===== src/rtl/pattern_sequencer_if.sv =====
// rtl/pattern_sequencer_if.sv - control and mode-code bundle between user controls, sequencer and pattern block
interface pattern_sequencer_if #(
    parameter int DWELL_W = 8,
    parameter int PASS_W  = 4
);
    logic               start;
    logic               stop;
    logic               hold;
    logic [DWELL_W-1:0] dwell;
    logic [PASS_W-1:0]  passes;
    logic               a;
    logic               b;
    logic               busy;
    logic               done;
    logic [PASS_W-1:0]  pass_cnt;

    modport master (
        output start, stop, hold, dwell, passes,
        input  a, b, busy, done, pass_cnt
    );

    modport slave (
        input  start, stop, hold, dwell, passes,
        output a, b, busy, done, pass_cnt
    );
endinterface


===== src/rtl/pattern_sequencer.sv =====
// rtl/pattern_sequencer.sv - timed 01->11->10 mode-code sequencer with dwell, hold, stop and pass counting
module pattern_sequencer #(
    parameter int DWELL_W = 8,
    parameter int PASS_W  = 4
) (
    input  logic              clk,
    input  logic              rst,
    pattern_sequencer_if.slave seq
);
    // State codes double as the {a,b} mode code driven to the pattern block
    typedef enum logic [1:0] {
        IDLE  = 2'b00,
        RUN_B = 2'b01,
        RUN_D = 2'b11,
        RUN_C = 2'b10
    } state_t;

    state_t             state, state_nxt;
    logic [DWELL_W-1:0] timer, timer_nxt;
    logic [DWELL_W-1:0] dwell_l, dwell_l_nxt;
    logic [PASS_W-1:0]  passes_l, passes_l_nxt;
    logic [PASS_W-1:0]  pass_cnt, pass_cnt_nxt;
    logic               busy_q, done_q, done_nxt;
    logic [DWELL_W-1:0] dwell_eff;
    logic [PASS_W-1:0]  pass_inc;

    assign dwell_eff = (seq.dwell == '0) ? DWELL_W'(1) : seq.dwell;
    assign pass_inc  = pass_cnt + PASS_W'(1);

    always_ff @(posedge clk or negedge rst) begin
        if (!rst) begin
            state    <= IDLE;
            timer    <= '0;
            dwell_l  <= DWELL_W'(1);
            passes_l <= '0;
            pass_cnt <= '0;
            busy_q   <= 1'b0;
            done_q   <= 1'b0;
        end else begin
            state    <= state_nxt;
            timer    <= timer_nxt;
            dwell_l  <= dwell_l_nxt;
            passes_l <= passes_l_nxt;
            pass_cnt <= pass_cnt_nxt;
            busy_q   <= (state_nxt != IDLE);
            done_q   <= done_nxt;
        end
    end

    always_comb begin
        state_nxt    = state;
        timer_nxt    = timer;
        dwell_l_nxt  = dwell_l;
        passes_l_nxt = passes_l;
        pass_cnt_nxt = pass_cnt;
        done_nxt     = 1'b0;
        if (state == IDLE) begin
            if (seq.start && !seq.stop) begin
                dwell_l_nxt  = dwell_eff;
                passes_l_nxt = seq.passes;
                timer_nxt    = dwell_eff - DWELL_W'(1);
                pass_cnt_nxt = '0;
                state_nxt    = RUN_B;
            end
        end else if (seq.stop) begin
            state_nxt = IDLE;
            timer_nxt = '0;
        end else if (!seq.hold) begin
            if (timer == '0) begin
                timer_nxt = dwell_l - DWELL_W'(1);
                case (state)
                    RUN_B:   state_nxt = RUN_D;
                    RUN_D:   state_nxt = RUN_C;
                    RUN_C: begin
                        pass_cnt_nxt = pass_inc;
                        // passes_l of zero means run until stopped; the counter simply wraps
                        if (passes_l != '0 && pass_inc == passes_l) begin
                            state_nxt = IDLE;
                            timer_nxt = '0;
                            done_nxt  = 1'b1;
                        end else begin
                            state_nxt = RUN_B;
                        end
                    end
                    default: state_nxt = IDLE;
                endcase
            end else begin
                timer_nxt = timer - DWELL_W'(1);
            end
        end
    end

    assign seq.a        = state[1];
    assign seq.b        = state[0];
    assign seq.busy     = busy_q;
    assign seq.done     = done_q;
    assign seq.pass_cnt = pass_cnt;
endmodule


===== src/flat_wrapper.sv =====
// flat-port wrapper written by rule: the top's interface ports become plain ports
module pattern_sequencer_flat 
#(
    parameter int DWELL_W = 8,
    parameter int PASS_W  = 4
)
  (clk, rst, seq_start, seq_stop, seq_hold, seq_dwell, seq_passes, seq_a, seq_b, seq_busy, seq_done, seq_pass_cnt);
  pattern_sequencer_if #(.DWELL_W(DWELL_W), .PASS_W(PASS_W)) seq_i ();
  input  logic clk;
  input  logic rst;
  input wire logic [$bits(seq_i.start)-1:0] seq_start;
  input wire logic [$bits(seq_i.stop)-1:0] seq_stop;
  input wire logic [$bits(seq_i.hold)-1:0] seq_hold;
  input wire logic [$bits(seq_i.dwell)-1:0] seq_dwell;
  input wire logic [$bits(seq_i.passes)-1:0] seq_passes;
  output wire logic [$bits(seq_i.a)-1:0] seq_a;
  output wire logic [$bits(seq_i.b)-1:0] seq_b;
  output wire logic [$bits(seq_i.busy)-1:0] seq_busy;
  output wire logic [$bits(seq_i.done)-1:0] seq_done;
  output wire logic [$bits(seq_i.pass_cnt)-1:0] seq_pass_cnt;
  assign seq_i.start = seq_start;
  assign seq_i.stop = seq_stop;
  assign seq_i.hold = seq_hold;
  assign seq_i.dwell = seq_dwell;
  assign seq_i.passes = seq_passes;
  assign seq_a = seq_i.a;
  assign seq_b = seq_i.b;
  assign seq_busy = seq_i.busy;
  assign seq_done = seq_i.done;
  assign seq_pass_cnt = seq_i.pass_cnt;
  pattern_sequencer #(.DWELL_W(DWELL_W), .PASS_W(PASS_W)) u_core (.clk(clk), .rst(rst), .seq(seq_i));
endmodule

===== config.mk =====
export PLATFORM = sky130hd
export DESIGN_NAME = pattern_sequencer_flat
export DESIGN_NICKNAME = d
export VERILOG_FILES = /design/src/rtl/pattern_sequencer_if.sv /design/src/rtl/pattern_sequencer.sv /design/src/flat_wrapper.sv
export SDC_FILE = /design/constraint.sdc
export NUM_CORES = 1
export LEC_CHECK = 0
export CAP_MARGIN = 30
export CORE_UTILIZATION = 59
export CTS_BUF_LIST = sky130_fd_sc_hd__clkbuf_4 sky130_fd_sc_hd__clkbuf_8 sky130_fd_sc_hd__clkbuf_16
export CTS_CLUSTER_DIAMETER = 100
export DETAILED_ROUTE_END_ITERATION = 10
export MAX_ROUTING_LAYER = met4
export PLACE_DENSITY = 0.92
export SLEW_MARGIN = 15
export SYNTH_ARGS = -nofsm -noshare
export SYNTH_HDL_FRONTEND = slang
export SYNTH_SLANG_ARGS = --single-unit
export TNS_END_PERCENT = 5

===== constraint.sdc =====
create_clock -name clk -period 3.7 [get_ports clk]
set_input_delay 0.925 -clock clk [delete_from_list [all_inputs] [get_ports clk]]
set_output_delay 0.925 -clock clk [all_outputs]
set_load 0.02 [all_outputs]

==> results.md <==
- CTS max path bufs: 2
- WP buf/inv: 1
- Synth warnings: 0
- PortBufs: 24
- Syn Std Cell Area: 0.00181 mm2
- Top FF cell, synth: dfrtp_1
- Slew HR: 48.8%
- Vias per inst: 6.44
- Worst Setup End Kind: register
- Instance count on the critical path: 6
- Net count after synthesis: 240
- DP Wirelength: 3.26 mm
- Finished Cell Area: 0.00215 mm2
- Avg Synthesized Cell Area: 8.32 um2
- Grt total ovfl: 0
- LEAKAGE: 0.921 nW
- Inserted Clock Buffers: 3
- Htree depth: 1
- Fin cells: 275
- Run status: finished, final reports clean
- Reg2reg path depth: 7
- Register area share after synthesis: 38.7%
- Die area: 0.00330 mm2
- Syn Inst Count: 218
- Min-Delay Path Depth: 2
- DIE HEIGHT: 57.5 um
- Class of the worst hold path: register to register
- Largest net degree at the start of global routing: 22
- Fin crit period: 2680 ps
- Root Driver: clkbuf_4
- Kind of critical path: input port to register
- CTS tree: built
- Async set-reset flop share out of synthesis: 100%
- Routed Antenna Nets: 0
- Yosys reg bits: 28
- Slowest-stage cell, CP: or4b_1
- Routed wire per std cell: 16.0 um
- Setup bufs post-CTS: 0
- Clk Latency, worst-skew pair: 340 ps
- Pins Over Slew Limit: 0
- Clk slew on worst S/H paths: 160 ps
- CP max stage delay: 710 ps
- Hold buffer count at CTS: 0
- Power density over the cells: 443 mW/mm2
- Worst EP required: 3920 ps
- Final setup fails: 0
- Max Fclk: 0.374 GHz
- Row count: 19
- CP top delay family: compound AO/OA/AOI/OAI gates
- DRT Pass-1 Iters: 7
- DRC: 0
- Drt total wl: 4.40 mm
- Crit path cell chain: clkdlybuf4s50_1 -> or4b_1 -> o21ai_0 -> o21ai_0 -> a32oi_1 -> o211ai_1
- Layout cells sized above 1: 6.56%
- Nets: 267
- Layout fillers: 184
- Gpl congestion: 0.938
- TritonCTS Sinks: 28
- Initial DRC count: 124
- Worst-path maximum fanout: 9
- Largest vdd supply drop: 0.324 mV
- Post-route setup TNS: 0 ps
- Post-Place Cells: 270
- Initial Utilization: 64.1%
- Final period utilization: 72.3%
- Post_cts resized: 0
- Area growth from synthesis to layout: 18.4%
- Total Routing Usage GR: 29.1%
- CP most frequent cell: o21ai_0
- Core area: 0.00283 mm2
- Hold Fails Final Rpt: 0
- Least-Margin Pin Slew: 757 ps
- Die X: 57.5 um
- Initial antenna violation count: 0
- Clock Skew: 4.35 ps
- Via count: 1771
- N_diodes: 0
- Count of different cell masters after synthesis: 45
- RSZ-0062 raised after global routing: no
- Global-route wire length before repair: 7.24 mm
- Max_cap viols: 0
- DP Area: 0.00210 mm2
- I/O pin count: 25
- Utilization after layout: 75.9%
- Vias in the first global route: 1566
- Post-synth EDFFs: 0
- Crit path DAT: 2900 ps
- Worst Setup Start Kind: input port
## placed cells by master, fill, tap and decap left out, types with 2 or more instances in the layout
cell,n
o21a_1,2
clkbuf_4,3
ha_1,5
o21ai_0,12
nor2b_1,2
o211ai_1,4
a211oi_1,4
or3_1,3
buf_4,3
inv_1,9
a21oi_1,7
o31ai_1,6
or4_1,2
nor2_1,22
nand3_1,9
nand2b_1,2
clkdlybuf4s50_1,24
mux2i_1,4
dfrtp_1,27
xor2_1,6
xnor2_1,8
nand2_1,41
nor4_1,3
nor3_1,9
nand4_1,2
nor4b_1,2
## worst reg2reg max path: stages (launching register included)
cell,delay [ps]
dfrtp_1,460
inv_1,100
ha_1,160
nor4b_1,630
nand4_1,510
mux2i_1,280
nand2_1,60
o21ai_0,70
## kinds of logic after synthesis
family	after synthesis	synth area share (%)
and+or+nand+nor	105	27.8
adders and majority gates	5	3.45
muxes	4	2.21
xor gates and xnor gates	14	6.76
DFF	28	38.7
buffers and inverters	15	3.24
AOI/OAI and AO/OA	47	17.9
## area by class of cell
| type | count | area [um2] | share of cell area, % |
|---|---|---|---|
| timing repair buffer | 28 | 278 | 12.9 |
| clock buffer | 4 | 36.3 | 1.69 |
| multi-input combinational | 175 | 1060 | 49.3 |
| inverter | 9 | 33.8 | 1.57 |
| sequential | 28 | 702 | 32.7 |
| tap | 31 | 38.8 | 1.81 |
## flip-flops by register name, summed over array words and instances (netlist names)
| signal | count |
|---|---|
| u_core.passes_l | 4 |
| u_core.seq.busy | 1 |
| u_core.seq.done | 1 |
| u_core.state | 2 |
| u_core.seq.pass_cnt | 4 |
| u_core.timer | 8 |
| u_core.dwell_l | 8 |
## synthesized netlist by cell type (3+ instances only)
| library cell | n | share of area [%] |
|---|---|---|
| ha_1 | 5 | 3.4 |
| nor2_1 | 22 | 4.6 |
| inv_1 | 9 | 1.9 |
| xor2_1 | 6 | 2.9 |
| o31ai_1 | 6 | 2.5 |
| clkbuf_1 | 4 | 0.83 |
| o21ai_0 | 12 | 3.3 |
| nor3_1 | 9 | 2.5 |
| mux2i_1 | 4 | 2.2 |
| o211ai_1 | 4 | 1.7 |
| dfrtp_1 | 27 | 37 |
| or3_1 | 3 | 1.0 |
| nand2_1 | 41 | 8.5 |
| nor4_1 | 3 | 1.0 |
| xnor2_1 | 8 | 3.9 |
| nand3_1 | 9 | 2.5 |
| nor4b_1 | 3 | 1.4 |
| a21oi_1 | 7 | 1.9 |
| a211oi_1 | 4 | 1.7 |
## metal layers
| metal | track usage, % | part of all wire [%] | up-vias |
|---|---|---|---|
| met5 | - | 0 | - |
| met4 | 10.5 | 1.6 | 0 |
| met3 | 2.72 | 8.6 | 11 |
| met2 | 42.0 | 45 | 105 |
| met1 | 42.6 | 45 | 820 |
| li1 | - | - | 835 |
## where the power goes
group          total (mW)  leakage [nW]  switching (mW)  internal (mW)
clock               0.155        0.0210          0.0950         0.0604
combinational       0.347         0.542           0.190          0.157
sequential          0.449         0.358          0.0844          0.364
## through the flow
step	worst slack [ps]	hold WS, ps	total power, mW
after detailed placement	723	514	0.788
final	1020	540	0.951
after CTS	1090	547	0.940
after global routing	918	568	1.00
after global placement	780	500	0.777
after floorplan	1330	467	0.681
## final timing paths
path	startpoint	end	slack, ps
worst max-delay path	seq_stop	u_core.timer[4]	1020
max in group asynchronous	rst	u_core.dwell_l[0]	2380
worst max register to register	u_core.timer[0]	u_core.seq.pass_cnt[2]	1370
worst min-delay path	u_core.dwell_l[7]	u_core.dwell_l[7]	540
min in group asynchronous	rst	u_core.seq.pass_cnt[2]	820
worst min register to register	u_core.dwell_l[7]	u_core.dwell_l[7]	540
No activity file was read; power rests on OpenSTA's default activity.
